--- src/rtl/controle_telas.sv ---
// Screen-sequencing controller: game-level FSM, animation toggle and
// frame-aligned RGB selection for the VGA output.
module controle_telas #(
    parameter int H_ACTIVE     = 640,
    parameter int V_ACTIVE     = 480,
    parameter int TROCA_FRAMES = 30,
    parameter int END_FRAMES   = 180
) (
    input  logic        clk,
    input  logic        reset,
    input  logic [9:0]  h_counter,
    input  logic [9:0]  v_counter,
    input  logic        btn_start,
    input  logic        vitoria,
    input  logic        derrota,
    input  logic [23:0] rgb_inicial,
    input  logic [23:0] rgb_jogo,
    input  logic [23:0] rgb_vitoria,
    input  logic [23:0] rgb_derrota,
    output logic [7:0]  R,
    output logic [7:0]  G,
    output logic [7:0]  B,
    output logic [1:0]  tela,
    output logic        jogo_ativo,
    output logic        troca,
    output logic        frame_tick
);

    localparam int EW = $clog2(END_FRAMES + 1);
    localparam int TW = $clog2(TROCA_FRAMES + 1);
    localparam logic [9:0] H_LIM = 10'(H_ACTIVE);
    localparam logic [9:0] V_LIM = 10'(V_ACTIVE);

    typedef enum logic [1:0] {
        INICIAL = 2'd0,
        JOGO    = 2'd1,
        VITORIA = 2'd2,
        DERROTA = 2'd3
    } tela_t;

    tela_t         r_tela;
    tela_t         r_req_tgt;
    logic          r_req_v;
    logic          r_cond_q;
    logic          r_btn_q;
    logic          r_frame_tick;
    logic          r_troca;
    logic          r_jogo_ativo;
    logic [EW-1:0] r_end_cnt;
    logic [TW-1:0] r_troca_cnt;
    logic [23:0]   r_rgb;

    logic          w_cond;
    logic          w_start_rise;
    logic          w_ev_v;
    tela_t         w_ev_tgt;
    tela_t         w_tela_nxt;
    logic          w_visible;
    logic [23:0]   w_rgb;

    assign w_cond       = (h_counter == 10'd0) && (v_counter == V_LIM);
    assign w_start_rise = btn_start && !r_btn_q;
    assign w_visible    = (h_counter < H_LIM) && (v_counter < V_LIM);

    always_comb begin
        w_ev_v   = 1'b0;
        w_ev_tgt = INICIAL;
        unique case (r_tela)
            INICIAL: begin
                w_ev_v   = w_start_rise;
                w_ev_tgt = JOGO;
            end
            JOGO: begin
                // Defeat outranks victory when both arrive together
                w_ev_v   = derrota || vitoria;
                w_ev_tgt = derrota ? DERROTA : VITORIA;
            end
            default: begin
                w_ev_v   = w_start_rise || (r_frame_tick &&
                           (r_end_cnt == EW'(END_FRAMES - 1)));
                w_ev_tgt = INICIAL;
            end
        endcase
    end

    always_comb begin
        w_tela_nxt = r_tela;
        if (r_frame_tick) begin
            if (w_ev_v)
                w_tela_nxt = w_ev_tgt;
            else if (r_req_v)
                w_tela_nxt = r_req_tgt;
        end
    end

    always_comb begin
        unique case (r_tela)
            INICIAL: w_rgb = rgb_inicial;
            JOGO:    w_rgb = rgb_jogo;
            VITORIA: w_rgb = rgb_vitoria;
            default: w_rgb = rgb_derrota;
        endcase
    end

    always_ff @(posedge clk or posedge reset) begin
        if (reset) begin
            r_tela       <= INICIAL;
            r_req_v      <= 1'b0;
            r_req_tgt    <= INICIAL;
            r_cond_q     <= 1'b0;
            r_btn_q      <= 1'b0;
            r_frame_tick <= 1'b0;
            r_troca      <= 1'b0;
            r_jogo_ativo <= 1'b0;
            r_end_cnt    <= '0;
            r_troca_cnt  <= '0;
            r_rgb        <= '0;
        end else begin
            r_cond_q     <= w_cond;
            r_btn_q      <= btn_start;
            r_frame_tick <= w_cond && !r_cond_q;
            r_tela       <= w_tela_nxt;
            r_jogo_ativo <= (w_tela_nxt == JOGO);
            r_rgb        <= w_visible ? w_rgb : 24'h0;

            if (r_frame_tick) begin
                r_req_v <= 1'b0;
            end else if (w_ev_v) begin
                r_req_v   <= 1'b1;
                r_req_tgt <= w_ev_tgt;
            end

            if (w_tela_nxt != r_tela)
                r_end_cnt <= '0;
            else if (r_frame_tick && r_tela[1] &&
                     r_end_cnt != EW'(END_FRAMES))
                r_end_cnt <= r_end_cnt + 1'b1;

            if (r_frame_tick) begin
                if (r_troca_cnt == TW'(TROCA_FRAMES - 1)) begin
                    r_troca_cnt <= '0;
                    r_troca     <= ~r_troca;
                end else begin
                    r_troca_cnt <= r_troca_cnt + 1'b1;
                end
            end
        end
    end

    assign tela       = r_tela;
    assign jogo_ativo = r_jogo_ativo;
    assign troca      = r_troca;
    assign frame_tick = r_frame_tick;
    assign R          = r_rgb[23:16];
    assign G          = r_rgb[15:8];
    assign B          = r_rgb[7:0];

endmodule

--- config.mk ---
export PLATFORM = sky130hd
export DESIGN_NAME = controle_telas
export DESIGN_NICKNAME = d
export VERILOG_FILES = /design/src/rtl/controle_telas.sv
export SDC_FILE = /design/constraint.sdc
export NUM_CORES = 1
export LEC_CHECK = 0
export BUFFER_PORTS_ARGS = -buffer_cell sky130_fd_sc_hd__buf_4
export CORE_ASPECT_RATIO = 1.1
export CORE_UTILIZATION = 45
export CTS_BUF_LIST = sky130_fd_sc_hd__clkbuf_8
export DETAILED_ROUTE_END_ITERATION = 10
export PLACE_DENSITY = 0.81
export SKIP_LAST_GASP = 1
export SYNTH_ARGS = -nofsm -noshare
export SYNTH_HDL_FRONTEND = slang
export SYNTH_SLANG_ARGS = --single-unit
--- constraint.sdc ---
create_clock -name clk -period 2.1 [get_ports clk]
set_clock_uncertainty 0.05 [all_clocks]
set_input_delay 0.21 -clock clk [delete_from_list [all_inputs] [get_ports clk]]
set_output_delay 0.21 -clock clk [all_outputs]
set_load 0.01 [all_outputs]
; ---- After elaboration in Yosys (flattened, before gate mapping)
; Index checks and enable logic that the tools add are counted.
[totals]
output_inout_bits = 29
word_cells = 55
regBits = 47
in_bits = 121
[op_classes]
muxes = 13
n_eq_ne = 8
n_bitwise = 2
n_addsub = 2
order_cmp = 2
reduce_logical = 17
[op_table]
columns = cell, n
row1 = 24-bit case mux with 3 select lines, 1
row2 = 24-bit 2-to-1 mux, 1
row3 = 8-bit 2-to-1 mux, 2
row4 = 10-bit by 9-bit == test with 1-bit output (second input constant), 1
row5 = 10-bit zero test, 1
row6 = 10-bit less-than comparator (second input constant), 1
row7 = 10-bit by 9-bit less-than comparator with 1-bit output (second input constant), 1
row8 = 8-bit by 1-bit adder with 8-bit output (second input constant), 1
row9 = 8-bit == test (second input constant), 1
row10 = 8-bit != test (second input constant), 1
row11 = 1-bit logical AND, 7
row12 = 2-bit 2-to-1 mux, 3
row13 = 5-bit by 1-bit adder with 5-bit output (second input constant), 1
row14 = 5-bit == test (second input constant), 1
row15 = 5-bit 2-to-1 mux, 1
row16 = 2-bit by 1-bit == test with 1-bit output (second input constant), 2
row17 = 2-bit case mux with 2 select lines, 1
row18 = 2-bit AND reduction, 2
row19 = 2-bit nonzero test, 2
row20 = 1-bit 2-to-1 mux, 3
row21 = 2-bit == test (second input constant), 1
row22 = 1-bit zero test, 2
row23 = 2-bit zero test, 1
row24 = 1-bit logical OR, 2
row25 = other kinds (3), 4

; ---- Logic depth before layout (Yosys ltp)
[logic_depth]
ltp_word = 8
mapped_depth = 7

; ---- Worst setup path before layout
; No wires, ideal clock.
[synth_timing]
path_kind = register to register
from = reg r_tela[0] (netlist: tela[0])
to = reg r_rgb[10]
slack_ps = 454
t_required_ps = 1918
t_arrival_ps = 1464
period_less_slack_ps = 1646
stages_incl_launch_ff = 5
setup_ps = 132
cell_sequence = dfrtp_1 -> buf_2 -> buf_2 -> mux4_2 -> nor2b_1
[synth_between]
elab_chain_cells = 3
word_cells_on_any_way = 5
cone_classes = 2 x eq/ne / 2 x mux / 1 x reduce/logical
[synth_rtl]
columns = element, line
row1 = "start, declared", 41  ; tela_t r_tela;
row2 = "start signal, assigned", 122  ; r_tela <= w_tela_nxt;
row3 = "2-bit == test, or another cell as far along", 97  ; unique case (r_tela)
row4 = 24-bit case mux with 3 select lines (*), 97
row5 = 24-bit 2-to-1 mux (*), 124  ; r_rgb <= w_visible ? w_rgb : 24'h0;
row6 = "end signal, assigned", 124
row7 = "end, declared", 51  ; logic [23:0] r_rgb;
; Mark *: on every way between the ends. The rest lies on a longest branch, timed or not.
; A chain may end at the register's enable or synchronous reset.

; ---- Worst setup path in the final report
[layout_timing]
from = reg r_end_cnt[0]
to = reg r_end_cnt[4]
[layout_between]
elab_chain_cells = 8
word_cells_on_any_way = 13
cone_classes = 1 x add/sub / 3 x eq/ne / 5 x mux / 4 x reduce/logical
[layout_rtl]
columns = element, line
row1 = "start, declared", 49  ; logic [EW-1:0] r_end_cnt;
row2 = "start signal, assigned", 137  ; r_end_cnt <= r_end_cnt + 1'b1;
row3 = 8-bit == test, 80  ; (r_end_cnt == EW'(END_FRAMES - 1)));
row4 = 1-bit logical AND, 79  ; w_ev_v = w_start_rise || (r_frame_tick &&
row5 = 1-bit logical OR, 79
row6 = 1-bit case mux with 2 select lines, 68  ; unique case (r_tela)
row7 = 2-bit 2-to-1 mux, 89  ; if (w_ev_v)
row8 = 2-bit 2-to-1 mux, 88  ; if (r_frame_tick) begin
row9 = 2-bit != test, 133  ; if (w_tela_nxt != r_tela)
row10 = 8-bit 2-to-1 mux / 2-bit nonzero test (equally long branches), --
; Parallel ways exist; a longest one is shown, timed or not. The select of a mux whose other input is x is not followed.

==> results.md <==
- GPL Wtd Cong: around 0.87
- DRT antenna net count: 0
- FF+latch count, synth: 47
- Post-Synthesis Cells: around 220
- Vias in the first global route: 2479
- Average wire per standard cell: 14.1 um
- Worst-path clk slew: ~0.08 ns
- WL final: ~6.4 mm
- Number of I/O port buffers: around 150
- Via density per instance: around 5.2
- Die height: ~83 um
- Peak supply drop: 0.000308 V
- Pwr Total: approximately 0.0018 W
- Grt ovf: 0
- Top Usage Layer GRT: met2
- Mapped Area: around 2700 um^2
- Crit path kind: reg2reg
- Final worst path period share: 0.845
- # rows: 29
- Sequential fraction of design power: 0.528
- Psw: between 0.0003 and 0.0004 W
- Ys flop type: dfrtp_1
- CTS max path bufs: 2
- Clock share of power: 0.288
- Initial Util: 0.466
- # setup viols final: 0
- Post-synthesis sequential area ratio: 0.438
- Hold_sp: v_counter[9]
- Max-slew violation count: 0
- Nets: ~500
- Clk sinks: 47
- Max-cap violations: 0
- Int Power: about 0.0014 W
- Crit path launch type: flip-flop
- Die width: roughly 76 um
- Fin. Hold Viols: 0
- Leakage: between 1.5 and 2 nW
- CP Capture Type: flip-flop
- Met3 Usage GRT: 0.0558
- Synth top area cells: dfrtp_1 44%, mux4_2 20%, nor2b_1 6.1%
- Met2 Track Usage GR: 0.400
- R2R Path Start: r_end_cnt[0]
- Largest net degree at the start of global routing: 46
- Worst R2R Setup Slack: ~0.33 ns
- FF-to-FF path depth: 6
- Drt first pass iters: 4
- Global Route Usage Sum: 0.222
- CP max FO: 8
- Required @ worst endpoint: ~2.2 ns
- CORE AREA: roughly 5800 um^2
- Antenna violations before repair: 0
- Drt drc: 0
- Min-Delay Path Class: in2reg
- Post-CTS Setup Inserts: 0
- Least-Margin Pin Slew: ~0.75 ns
- Die area: 6290 um^2
- Slew headroom: 0.497
- Worst Path Arrival: ~1.9 ns
- CTS tree: built
- Tmin final: ~1.8 ns
- H-tree Lvls: 2
- Sw Share: 0.223
- Post-synth EDFFs: 0
- Area Overhead vs Synth: 49.1%
- Final setup TNS: 0 ns
- Ant diodes: 0
- Yosys warnings: 0
- Clk Latency, worst-skew pair: just under 0.3 ns
- Netlist cell types: 44
- Total CTS buffers: 5
- Biggest area consumer among synthesized cells: dfrtp_1
- Top Ports: 150
- Initial DRC Count: a little under 100
- Avg Inst Size Synth: 12.1 um^2
- Max Clk Rate: about 560 MHz
- HPWL Detailed: 5.27 mm
- Worst setup startpoint: r_end_cnt[0]
- Unrepaired setup endpoints after global routing: false
- Fraction of layout cells with a size suffix above 1: 0.539
- Met1 GRT Util: 0.244
- Status: finished clean
- Post-synth top area share: 0.438
- Fraction of registers with async set/reset: 1.00
- First-pass GRT wire length: between 10 and 15 mm
- Clock root buffer master: clkbuf_8
- Total via count in the routed design: 2361
- Net count after synthesis: around 350
- Final hold slack: 0.195 ns
- Comb power frac: 0.183
- Pwr Density: roughly 440 nW/um^2
- Cell count of the worst hold path: 3
-- worst max-delay path, cell delays in order (launching register included) --
cell and delay [ns]:
dfrtp_1 0.41, ha_1 0.20, nand3_1 0.14, nor4_4 0.34, nor2_1 0.14, o211ai_4 0.30
nor2_1 0.09
-- power by group through the flow --
stage / logic (W) / clock network [W] / registers, W
CTS: 0.000329 / 0.000532 / 0.000940
floorplan: 0.0000875 / 0 / 0.000969
detailed placement: 0.000326 / 0 / 0.000958
finish: 0.000326 / 0.000513 / 0.000939
global placement: 0.000316 / 0 / 0.000957
global route: 0.000352 / 0.000575 / 0.000944
-- path summary, 6_finish.rpt --
path,endpoint
min,r_cond_q
max,r_end_cnt[4]
min in group asynchronous,r_rgb[19]
max reg2reg,r_end_cnt[4]
min reg2reg,frame_tick
max in group asynchronous,tela[0]
-- state kept, by name (all words and copies together) (netlist names) --
name,cells
r_rgb,24
r_end_cnt,8
r_troca_cnt,5
r_req_tgt,2
tela,2
frame_tick,1
jogo_ativo,1
r_btn_q,1
r_cond_q,1
r_req_v,1
troca,1
-- stage by stage --
stage	utilization	worst slack (ns)	cell area [um^2]	cells
final	0.694	0.325	4010	452
after detailed placement	0.676	0.329	3900	442
after floorplan	-	0.454	2690	222
after CTS	0.694	0.307	4010	452
after global routing	0.694	0.191	4010	452
after global placement	0.676	0.359	3900	442
-- cell families (layout without fill, tap and decap cells) --
| group | after synthesis | in the layout | share of synthesized area |
|---|---|---|---|
| AO/OA/AOI/OAI | 29 | 29 | 0.0787 |
| XOR/XNOR | 10 | 10 | 0.0326 |
| adder cells (fa/ha/maj) | 4 | 4 | 0.0186 |
| buffers and inverters | 22 | 175 | 0.0377 |
| flip-flops | 47 | 47 | 0.438 |
| multiplexers | 27 | 27 | 0.213 |
| AND/OR/NAND/NOR | 83 | 83 | 0.182 |
-- cells in the mapped netlist, types with 5 or more instances --
cell      number
nand2b_1       5
nand2_1        9
o21ai_0        5
xnor2_1        6
nor2b_1       26
inv_1          9
dfrtp_1       47
buf_2          6
mux4_2        24
a21oi_1        8
nor2_1        20
-- cell type report --
cell class,instances,area [um^2]
Inverter,9,33.8
Clock inverter,3,16.3
Fill cell,415,1760
Tap cell,77,96.3
Sequential cell,47,1180
Clock buffer,5,68.8
Timing Repair Buffer,158,1200
Multi-Input combinational cell,153,1410
-- routing by layer --
| metal | share of wire | vias to the layer above |
|---|---|---|
| li1 | - | 1108 |
| met1 | 0.34 | 1140 |
| met2 | 0.58 | 97 |
| met3 | 0.057 | 16 |
| met4 | 0.026 | 0 |
| met5 | 0 | - |
-- repair_timing --
action,CTS,global route
hold buffers,2,0
resized for setup,0,0
endpoints found under the hold margin,48,0
-- placed cells by master (no fill, tap or decap), types with 6 or more instances in the layout --
cell | Yosys | routed
buf_4 | 3 | 155
dfrtp_1 | 47 | 46
a21oi_1 | 8 | 8
xnor2_1 | 6 | 6
inv_1 | 9 | 9
mux4_2 | 24 | 24
nand2_1 | 9 | 9
nor2b_1 | 26 | 26
nor2_1 | 20 | 20
No activity file was read; power rests on OpenSTA's default activity.
